==> src/rtl/trace_addr_feeder.sv <==
// rtl/trace_addr_feeder.sv - delta-to-address feeder with FIFO and run-length FSM
//
// Accumulates a stream of signed trace deltas into absolute byte addresses
// and presents them, one per cycle, to the cache address port. The first
// delta of a run is the base address. A small FIFO absorbs cache-side
// backpressure; a run-length FSM tags the final address and raises done.
//
// Ports:
//   clk, rst_n      clock (rising edge), asynchronous active-low reset
//   start           one-cycle pulse: flush and begin a new run
//   trace_len       number of deltas in the run, sampled on start
//   delta_valid/delta_ready/delta
//                   delta input handshake (signed two's-complement delta)
//   addr_valid/addr_ready/addr/addr_last
//                   address output handshake, addr_last marks the final address
//   issued_count    addresses popped this run (saturating)
//   busy            run in progress (RUN or DRAIN)
//   done            run complete, held until next start
//   wrap            sticky: an accumulation wrapped modulo 2^ADDR_W
module trace_addr_feeder #(
  parameter int ADDR_W     = 32,
  parameter int FIFO_DEPTH = 8,
  parameter int CNT_W      = 32
) (
  input  logic              clk,
  input  logic              rst_n,
  input  logic              start,
  input  logic [CNT_W-1:0]  trace_len,
  input  logic              delta_valid,
  output logic              delta_ready,
  input  logic [ADDR_W-1:0] delta,
  output logic              addr_valid,
  input  logic              addr_ready,
  output logic [ADDR_W-1:0] addr,
  output logic              addr_last,
  output logic [CNT_W-1:0]  issued_count,
  output logic              busy,
  output logic              done,
  output logic              wrap
);

  localparam int PTR_W = (FIFO_DEPTH > 1) ? $clog2(FIFO_DEPTH) : 1;
  localparam int OCC_W = PTR_W + 1;

  typedef enum logic [1:0] {
    S_IDLE  = 2'd0,
    S_RUN   = 2'd1,
    S_DRAIN = 2'd2,
    S_DONE  = 2'd3
  } state_t;

  state_t state, state_nxt;

  // Each entry carries the last-of-run tag in its MSB.
  logic [ADDR_W:0]   mem [FIFO_DEPTH];
  logic [PTR_W-1:0]  wr_ptr, rd_ptr;
  logic [OCC_W-1:0]  occ;
  logic              fifo_full, fifo_empty;

  logic [CNT_W-1:0]  len_q;
  logic [CNT_W-1:0]  accepted;
  logic [ADDR_W-1:0] acc;
  logic              first;

  logic              run_active;
  logic              push, pop;
  logic [ADDR_W-1:0] value;
  logic              is_last;
  logic              wrap_now;
  logic [ADDR_W:0]   head;

  assign fifo_full  = (occ == OCC_W'(FIFO_DEPTH));
  assign fifo_empty = (occ == '0);
  assign run_active = (state == S_RUN) || (state == S_DRAIN);

  // Full is taken from the occupancy register only, so a simultaneous pop
  // never opens a slot for a push. start blocks acceptance so a delta is
  // never handshaken in the same cycle the run is being flushed.
  assign delta_ready = (state == S_RUN) && !fifo_full && (accepted < len_q) && !start;
  assign push        = delta_valid && delta_ready;

  assign addr_valid  = run_active && !fifo_empty;
  assign pop         = addr_valid && addr_ready;

  assign head        = mem[rd_ptr];
  assign addr        = addr_valid ? head[ADDR_W-1:0] : '0;
  assign addr_last   = addr_valid ? head[ADDR_W] : 1'b0;

  assign busy        = run_active;
  assign done        = (state == S_DONE);

  // First delta of a run is the base address itself.
  assign value   = first ? delta : (acc + delta);
  assign is_last = (accepted == (len_q - CNT_W'(1)));

  // Unsigned compare against the old accumulator: a non-negative delta that
  // lands below it, or a negative delta that lands above it, crossed 2^ADDR_W.
  assign wrap_now = !first && (delta[ADDR_W-1] ? (value > acc) : (value < acc));

  always_comb begin
    state_nxt = state;
    case (state)
      S_RUN:   if (push && is_last) state_nxt = S_DRAIN;
      S_DRAIN: if (pop && addr_last) state_nxt = S_DONE;
      default: state_nxt = state;
    endcase
    if (start) begin
      state_nxt = (trace_len != '0) ? S_RUN : S_DONE;
    end
  end

  always_ff @(posedge clk or negedge rst_n) begin
    if (!rst_n) begin
      state <= S_IDLE;
    end else begin
      state <= state_nxt;
    end
  end

  always_ff @(posedge clk or negedge rst_n) begin
    if (!rst_n) begin
      wr_ptr       <= '0;
      rd_ptr       <= '0;
      occ          <= '0;
      len_q        <= '0;
      accepted     <= '0;
      acc          <= '0;
      first        <= 1'b1;
      issued_count <= '0;
      wrap         <= 1'b0;
    end else if (start) begin
      // Flush: in-flight entries are dropped by resetting the pointers.
      wr_ptr       <= '0;
      rd_ptr       <= '0;
      occ          <= '0;
      len_q        <= trace_len;
      accepted     <= '0;
      first        <= 1'b1;
      issued_count <= '0;
      wrap         <= 1'b0;
    end else begin
      if (push) begin
        wr_ptr   <= wr_ptr + PTR_W'(1);
        acc      <= value;
        accepted <= accepted + CNT_W'(1);
        first    <= 1'b0;
        if (wrap_now) wrap <= 1'b1;
      end
      if (pop) begin
        rd_ptr <= rd_ptr + PTR_W'(1);
        if (issued_count != '1) issued_count <= issued_count + CNT_W'(1);
      end
      case ({push, pop})
        2'b10:   occ <= occ + OCC_W'(1);
        2'b01:   occ <= occ - OCC_W'(1);
        default: occ <= occ;
      endcase
    end
  end

  // Storage needs no reset: an entry is only visible after it is written.
  always_ff @(posedge clk) begin
    if (push) begin
      mem[wr_ptr] <= {is_last, value};
    end
  end

endmodule

==> config.mk <==
export PLATFORM = sky130hd
export DESIGN_NAME = trace_addr_feeder
export DESIGN_NICKNAME = d
export VERILOG_FILES = /design/src/rtl/trace_addr_feeder.sv
export SDC_FILE = /design/constraint.sdc
export NUM_CORES = 1
export LEC_CHECK = 0
export CORE_ASPECT_RATIO = 0.7
export CORE_MARGIN = 5
export CORE_UTILIZATION = 60
export CTS_CLUSTER_SIZE = 12
export DETAILED_ROUTE_END_ITERATION = 10
export HOLD_SLACK_MARGIN = 0.12
export PLACE_DENSITY = 0.8
export SYNTH_ARGS = -nofsm -noshare
export SYNTH_HDL_FRONTEND = slang
export SYNTH_SLANG_ARGS = --single-unit
==> constraint.sdc <==
create_clock -name clk -period 8.8 [get_ports clk]
set_clock_uncertainty 0.15 [all_clocks]
set_input_delay 0.88 -clock clk [delete_from_list [all_inputs] [get_ports clk]]
set_output_delay 0.88 -clock clk [all_outputs]
set_load 0.01 [all_outputs]
; ---- Word-level counts from Yosys, hierarchy flattened
; Memory sizes are Yosys's and may differ from the RTL's.
; Cells that the tools add are included.
[classes]
add_sub_neg = 8
n_mul = 0
div = 0
order_cmp = 3
n_eq_ne = 10
shift = 0
n_mux = 27
bitwise_logic = 1
n_reduce_logical = 26
[op_table]
columns = cell, count
row1 = $mux 32, 7
row2 = $add 32x1->32 const B, 2
row3 = $lt 32x32->1, 2
row4 = $add 32x32->32, 1
row5 = $eq 32x32->1, 1
row6 = $gt 32x32->1, 1
row7 = $ne 32x32->1 const B, 1
row8 = $reduce_bool 32->1, 1
row9 = $sub 32x1->32 const B, 1
row10 = $mux 3, 4
row11 = $logic_and 1x1->1, 9
row12 = $mux 1, 9
row13 = $mux 2, 4
row14 = $pmux 4 s2, 1
row15 = $reduce_bool 2->1, 4
row16 = $add 3x1->3 const B, 2
row17 = $eq 2x2->1 const B, 3
row18 = $ne 3x2->1 const B, 2
row19 = $reduce_and 2->1, 3
row20 = $reduce_bool 3->1, 2
row21 = $add 4x1->4 const B, 1
row22 = $eq 2x1->1 const B, 2
row23 = $eq 4x4->1 const B, 1
row24 = $logic_not 1->1, 4
row25 = other kinds (7), 7
[totals]
ff_bits = 142
latch_bits = 0
ram_bits = 264
mem_bits_ro = 0
inputBits = 69
output_inout_bits = 70
word_cells = 86
n_memories = 1
[mem_list]
columns = name, words, word_bits, read_ports, rd_ports_with_merged_regs, write_ports, line
row1 = mem, 8, 33, 1, 0, 1, 55  ; logic [ADDR_W:0] mem [FIFO_DEPTH];

; ---- Logic depth before layout (Yosys ltp)
; Gate-level depths: netlist (run 1).
[logic_depth]
ltp_word = 10
depth_mapped = 21
depth_no_buf = 21

; ---- Least setup slack after synthesis (run 1)
; No wires, ideal clock.
[synth_timing]
path_type = input to register
start = in start
end = mem mem[2][0] (netlist name), enable pin
setup_time_ns = 0.518
arrival_time_ns = 5.909
t_required_ns = 8.132
slack_ns = 2.223
cell_stages = 7
path_buffers = 2
cell_sequence = clkbuf_1 a2111oi_0 nand2_1 a211oi_1 nand2_1 clkbuf_1 nor4b_1
[synth_between]
elab_chain_len = 5
[synth_rtl]
columns = item, line
row1 = from (decl), 27  ; input logic start,
row2 = $logic_not 1->1, 79  ; assign delta_ready = (state == S_RUN) && !fifo_full && (accepted < len_q) && !start;
row3 = $logic_and 1x1->1, 79
row4 = net delta_ready, 30  ; output logic delta_ready,
row5 = $logic_and 1x1->1, 80  ; assign push = delta_valid && delta_ready;
row6 = $mux 1, 163  ; if (push) begin
row7 = $mux 1 (implied by the code), 164  ; mem[wr_ptr] <= {is_last, value};
row8 = to (decl), 55
; The timed path passes the listed nets, and every way through them passes these cells.

; ---- Final worst setup path (run 1)
[layout_timing]
start = in delta[1]
end = reg wrap
[layout_between]
elab_chain_len = 7
word_cells_on_any_way = 8
classes_between = 1 x add/sub / 2 x order compare / 2 x mux / 3 x reduce/logical
[layout_rtl]
columns = item, line
row1 = from (decl), 31  ; input logic [ADDR_W-1:0] delta,
row2 = $add 32x32->32 *, 93  ; assign value = first ? delta : (acc + delta);
row3 = $mux 32 *, 93
row4 = net value[25], 67  ; logic [ADDR_W-1:0] value;
row5 = $lt 32x32->1 or $gt 32x32->1 (tied branches), 98  ; assign wrap_now = !first && (delta[ADDR_W-1] ? (value > acc) : (value < acc));
row6 = $mux 1 *, 98
row7 = $logic_and 1x1->1 *, 98
row8 = $reduce_bool 2->1 (no source line) *, --
row9 = $reduce_and 2->1 (no source line) *, --
row10 = to (signal assigned), 130  ; wrap <= 1'b0;
row11 = to (signal assigned), 140  ; wrap <= 1'b0;
row12 = to (signal assigned), 147  ; if (wrap_now) wrap <= 1'b1;
row13 = to (decl), 39  ; output logic wrap
; The timed path passes the listed nets; every way through them passes the cells marked *.
; A chain may end at the register's enable or synchronous reset.

==> impl_results.md, run 1 <==
- Top_reg_cell synth: edfxtp_1
- Fmax achieved: 162 MHz
- Initial Util: 60.8%
- #FFs+latches synth: 406
- Number of global-route vias before repair: 15071
- Pwr Total: 6.34 mW
- DIE AREA: 0.0391 mm²
- Boundary Pins: 139
- Gpl congestion: 0.973
- M3 GR Usage: 5.19%
- # resized after CTS: 0
- Drt initial violations: 1416
- Root buffer cell: clkbuf_16
- Global-route wire length before repair: 85600 µm
- Hold bufs inserted after CTS: 0
- CTS sink cnt: 406
- Power per standard cell area: 260 mW/mm²
- Final Hold Viols: 0
- Finished Layout Cells: 2417
- Leakage power: 9.04 nW
- Number of synthesized flops with an enable pin: 264
- Commonest non-fill, non-tap cell in the layout: edfxtp_1
- Post-layout min period: 6170 ps
- DRC: 0
- Synthesized area: 0.0211 mm²
- M2 GR Usage: 43.0%
- Chip Height: 167 µm
- Clk buf depth: 3
- Critical path launch point type: primary input
- Vias: 15090
- NumNets Final: 2090
- Max Fanout on Critical Path: 10
- Placed cell count: 2343
- Met1 usage: 42.0%
- Core Box Area: 0.0347 mm²
- Mapped Cells: 1775
- Post-CTS setup buffers: 0
- Routed wire per std cell: 22.4 µm
- Initial antenna violation count: 1
- Pre-antenna DRT Iters: 7
- Diodes inserted: 0
- CP arrival: 6460 ps
- Post-synthesis average cell area: 11.9 µm²
- Syn_nets: 1951
- Num rows: 57
- Worst min-delay path class: in2async
- Post-DRT Antenna Nets: 0
- GRT Max-Usage Layer: met2
- Drt total wl: 54200 µm
- Clk_lat worst skew: 560 ps
- Crit. End Element: register
- Max VDD drop: 0.000166 V
- Synthesis Warnings: 0
- Die width: 234 µm
- # setup viols final: 0
- Layout cell share with drive strength beyond 1: 10.2%
- Tcrit/Tclk final: 70.1%
- Total track usage: 27.8%
- Commonest non-fill, non-tap cells in the layout: 264 x edfxtp_1, 162 x nand2_1, 138 x dfrtp_1
- H-tree Lvls: 2
- Unique masters post-synth: 71
- CTS tree: built
- Worst-path clk slew: 60 ps
- Port-buffer cells: 138
- Async S/R FF share, synth: 35.0%
- Critical path type: in2reg
- Max-cap violations: 0
- Vias per cell: 6.24
- Worst Tran Pin Value: 1380 ps
- Outcome: finished clean
- Detail Placement HPWL: 36000 µm
- Global route overflow: 0
- Unrepaired setup endpoints after global routing: false
- Filler Cell Count: 2446
- Seq/Total Area, Yosys: 54.3%
- Worst slack, placed: 2160 ps
- Max-slew violation count: 0
- Final worst slack: 2630 ps
- Relative slew margins: 7.28%
- Largest net degree at the start of global routing: 90
- CTS Buf Count: 41
- WP data required: 9090 ps
- Total negative setup slack: 0 ps
- Syn-to-layout area delta: 15.2%
[kinds of logic (layout without fill, tap and decap cells)]
kind of cell	after synthesis	count (layout)	share of synthesized area (%)
buffers and inverters	168	338	3.05
flip-flops	406	406	54.3
multiplexers	127	127	10.0
adder cells (fa/ha/maj)	107	107	6.41
XOR/XNOR	108	108	4.48
AND/OR/NAND/NOR	541	541	12.7
AO/OA/AOI/OAI	318	318	9.04
[state kept, by name, indices dropped and copies added (netlist names)]
register      flops
wr_ptr            3
rd_ptr            3
state             2
issued_count     32
mem             264
wrap              1
accepted         32
first             1
acc              32
len_q            32
occ               4
[cells in the mapped netlist (all sizes together), types with 3 or more instances]
| cell | n | area [µm²] |
|---|---|---|
| mux2 | 19 | 214 |
| o21a | 8 | 60.1 |
| and4 | 6 | 52.6 |
| mux2i | 42 | 420 |
| nor2 | 130 | 490 |
| a22oi | 3 | 22.5 |
| nand2b | 10 | 62.6 |
| mux4 | 66 | 1490 |
| a211o | 5 | 43.8 |
| or3 | 33 | 211 |
| nand4 | 33 | 206 |
| a21oi | 80 | 400 |
| dfrtp | 141 | 3530 |
| ha | 105 | 1310 |
| o31a | 3 | 26.3 |
| a21o | 19 | 143 |
| nor3b | 6 | 50.1 |
| xnor2 | 59 | 517 |
| buf | 25 | 108 |
| and2 | 8 | 50.1 |
| o211ai | 10 | 75.1 |
| o311ai | 3 | 26.3 |
| xor2 | 49 | 429 |
| or2 | 6 | 40.0 |
| a221o | 3 | 30.0 |
| a211oi | 6 | 45.0 |
| nand2 | 162 | 608 |
| nor4 | 29 | 243 |
| edfxtp | 264 | 7930 |
| nor2b | 11 | 68.8 |
| nor3 | 42 | 210 |
| o31ai | 5 | 37.5 |
| o21ai | 134 | 671 |
| inv | 98 | 368 |
| o2111ai | 4 | 35.0 |
| o41ai | 3 | 26.3 |
| a2111oi | 5 | 50.0 |
| a311oi | 3 | 26.3 |
| and3 | 22 | 138 |
| or4 | 4 | 33.8 |
| nand3 | 35 | 175 |
| clkbuf | 45 | 169 |
| a31oi | 6 | 37.5 |
[cell type report]
class	count	area, µm²	area share, %
clock buffer	67	1140	4.70
clock inverter	7	105	0.432
inverter	98	368	1.51
multi-input combinational	1201	9060	37.2
sequential	406	11500	47.2
tap	472	591	2.43
timing repair buffer	166	1590	6.53
[layer usage]
| layer | wire, µm | vias up |
|---|---|---|
| met5 | 15 | - |
| met4 | 1080 | 2 |
| met3 | 4380 | 83 |
| met2 | 25100 | 584 |
| met1 | 23500 | 7553 |
| li1 | - | 6868 |
[power breakdown]
| part | total, mW | leakage [nW] | internal, mW | switching, mW |
|---|---|---|---|---|
| registers | 2.44 | 4.23 | 2.27 | 0.166 |
| logic | 2.24 | 4.21 | 0.997 | 1.24 |
| clock network | 1.67 | 0.603 | 0.930 | 0.736 |
| total | 6.34 | 9.04 | 4.20 | 2.14 |
[stage by stage]
stage / hold slack [ps] / cell area (µm²) / util [%]
floorplan: 331 / 21100 / -
global placement: 359 / 23100 / 66.5
detailed placement: 384 / 23100 / 66.5
CTS: 279 / 24300 / 70.1
global route: 336 / 24300 / 70.1
finish: 258 / 24300 / 70.1
[critical path, cell delays in order]
cell and delay [ps]:
clkdlybuf4s50_1 470, ha_1 330, a211oi_1 300, o211ai_1 160
and2_1 190, a31o_2 290, a21oi_1 390, xor2_1 120
o21ai_0 760, ha_1 400, a21o_1 170, a21o_1 170
a21oi_1 160, nor2_1 70, a2111oi_0 600, o211ai_1 190
a31oi_1 180, mux2_2 350, o32ai_1 250
[path summary, 6_finish.rpt]
kind / from / to / slack (ps) / cells after the start
worst max-delay path: delta[1] / wrap / 2630 / 19
worst min-delay path: rst_n / issued_count[23] / 260 / 1
worst max register to register: acc[1] / wrap / 3020 / 18
worst min register to register: acc[8] / acc[8] / 400 / 1
max in group asynchronous: rst_n / rd_ptr[0] / 6780 / 2
min in group clk: acc[8] / acc[8] / 400 / 1
Power figures use the tool's default switching activity.
==> run 2: changes to the inputs <==
- clock period: 8.8 -> 5.87 ns (I/O delays scaled with it)
==> impl_results.md, run 2 (synthesis gave the netlist of run 1 again) <==
- CP startpoint: delta[0]
- Crit. End Element: register
- Finished Layout Cells: 2446 (+1.2%)
- Area of the multi-input gates: 0.00907 mm² (about the same)
- Max VDD drop: 0.000258 V (+56%)
- DRC: 0 (unchanged)
- Pre-antenna DRT Iters: 6 (-1)
- CTS sink cnt: 406 (unchanged)
- Total negative setup slack: 0 ps (unchanged)
- Initial antenna violation count: 1 (unchanged)
- Largest net degree at the start of global routing: 106 (+18%)
- Filler Cell Count: 2443 (-0.12%)
- Power share of the clock group: 27.5% (+1.2 points)
- Critical path launch point type: primary input
- Number of global-route vias before repair: 15329 (+1.7%)
- Syn-to-layout area delta: 16.6%
- Routed wire per std cell: 22.5 µm (+0.47%)
- Global-route wire length before repair: 87300 µm (+2.0%)
- Boundary Pins: 139 (unchanged)
- NetSw: 3.25 mW (+52%)
- Fmax achieved: 185 MHz
- DIE AREA: 0.0391 mm² (unchanged)
- Sequential fraction of design power: 37.7% (-0.7 points)
- Max-cap violations: 0 (unchanged)
- Register area: 0.0115 mm² (unchanged)
- Logic gate share of total power: 34.8% (-0.5 points)
- Max-slew violation count: 0 (unchanged)
- Core Box Area: 0.0347 mm² (unchanged)
- Clk_lat worst skew: 560 ps (about the same)
- WP data required: 6160 ps (-2930 ps)
- Hold bufs inserted after CTS: 1 (+1)
- Placed cell count: 2366 (+0.98%)
- Max Fanout on Critical Path: 9 (-1)
- Commonest non-fill, non-tap cell in the layout: edfxtp_1
- Largest register by flop count: mem
- Root buffer cell: clkbuf_16
- NumNets Final: 2115 (+1.2%)
- Layout cell share with drive strength beyond 1: 11.4% (+1.2 points)
- Num rows: 57 (unchanged)
- Worst min-delay path class: reg2reg
- Vias per cell: 6.24 (about the same)
- Power per standard cell area: 396 mW/mm² (+52%)
- CTS Buf Count: 42 (+2.4%)
- Commonest non-fill, non-tap cells in the layout: 264 x edfxtp_1, 162 x nand2_1, 138 x dfrtp_1
- Switching share of total power: 33.3% (-0.54 points)
- Critical path type: in2reg
- Worst-path clk slew: 60 ps (about the same)
- Chip Height: 167 µm (unchanged)
- Die width: 234 µm (unchanged)
- Port-buffer cells: 138 (unchanged)
- CTS tree: built
- # setup viols final: 0 (unchanged)
- Tcrit/Tclk final: 91.9%
- Detail Placement HPWL: 36900 µm (+2.6%)
- CP arrival: 5690 ps (-770 ps)
- Reg2reg start: acc[16]
- Post-CTS setup buffers: 0 (unchanged)
- Global route overflow: 0 (unchanged)
- Worst Tran Pin Value: 1340 ps (-40.1 ps)
- Worst min-delay path startpoint: accepted[0]
- Max reg flops: 264 (unchanged)
- Drt initial violations: 1559 (+10%)
- Post-DRT Antenna Nets: 0 (unchanged)
- Final Hold Viols: 0 (unchanged)
- H-tree Lvls: 2 (unchanged)
- Initial Util: 60.8% (unchanged)
- Unrepaired setup endpoints after global routing: false
- Gpl congestion: 0.974 (+0.10%)
- Clk buf depth: 3 (unchanged)
- Leakage power: 9.21 nW (+1.9%)
- # resized after CTS: 0 (unchanged)
- Drt total wl: 55100 µm (+1.7%)
- Post-layout min period: 5400 ps
- Total track usage: 28.3% (+0.45 points)
- Cell internal pwr: 6.52 mW (+55%)
- Relative slew margins: 9.97% (+2.7 points)
- Pwr Total: 9.76 mW (+54%)
- Outcome: finished clean
- Vias: 15263 (+1.1%)
run 2: worst paths after layout:
path | endpoint | slack [ps] | depth (start not counted)
worst min register to register | accepted[0] | 380 | 1
max in group asynchronous | rd_ptr[1] | 3710 | 3
worst min-delay path | accepted[0] | 380 | 1
worst max-delay path | wrap | 470 | 21
worst max register to register | wrap | 550 | 20
min in group asynchronous | issued_count[22] | 610 | 2
run 2: layer usage:
metal  GRT usage, %  vias to the layer above  share of wire, %
met2           43.1                      678                46
met1           43.5                     7587                44
li1               -                     6916                 -
met5              0                        -                 0
met3           5.14                       82               8.0
met4           5.66                        0               1.8
run 2: power groups by stage:
| stage | sequential (mW) | clock (mW) | combinational, mW |
|---|---|---|---|
| after CTS | 3.68 | 2.72 | 3.38 |
| after floorplan | 3.58 | 0 | 2.28 |
| after global routing | 3.72 | 2.86 | 3.72 |
| final | 3.68 | 2.68 | 3.40 |
| after detailed placement | 3.73 | 0 | 3.33 |
| after global placement | 3.72 | 0 | 3.25 |
run 2: cell type report:
type,count,share of cell area [%]
Antenna cell,1,0.0102
Clock buffer,67,4.82
Clock inverter,11,0.695
Inverter,98,1.49
Multi-Input combinational cell,1201,36.8
Sequential cell,406,46.6
Tap cell,472,2.40
Timing Repair Buffer,190,7.19
run 2: per-stage QoR:
step / cell area (µm²) / util [%] / hold slack (ps) / setup WS [ps]
2_1_floorplan: 21100 / - / 141 / 125
3_3_place_gp: 23300 / 67.0 / 356 / 189
3_5_place_dp: 23300 / 67.0 / 373 / -64.9
4_1_cts: 24600 / 71.0 / 380 / 585
5_1_grt: 24700 / 71.0 / 411 / 147
6_report: 24700 / 71.0 / 376 / 475
run 2: critical path: stages:
cell and delay, ps:
clkdlybuf4s50_1 530, ha_1 300, a211oi_1 300, o211ai_1 150, and2_1 200, a31o_2 260, a21oi_1 230, o2111ai_1 230
a21o_1 210, and3_1 180, xor2_1 660, ha_1 380, nand4_1 100, nor2_1 60, nand2_1 90, nor3_1 70
a221oi_1 240, o211ai_1 130, a31oi_1 180, mux2_2 350, o32ai_1 240
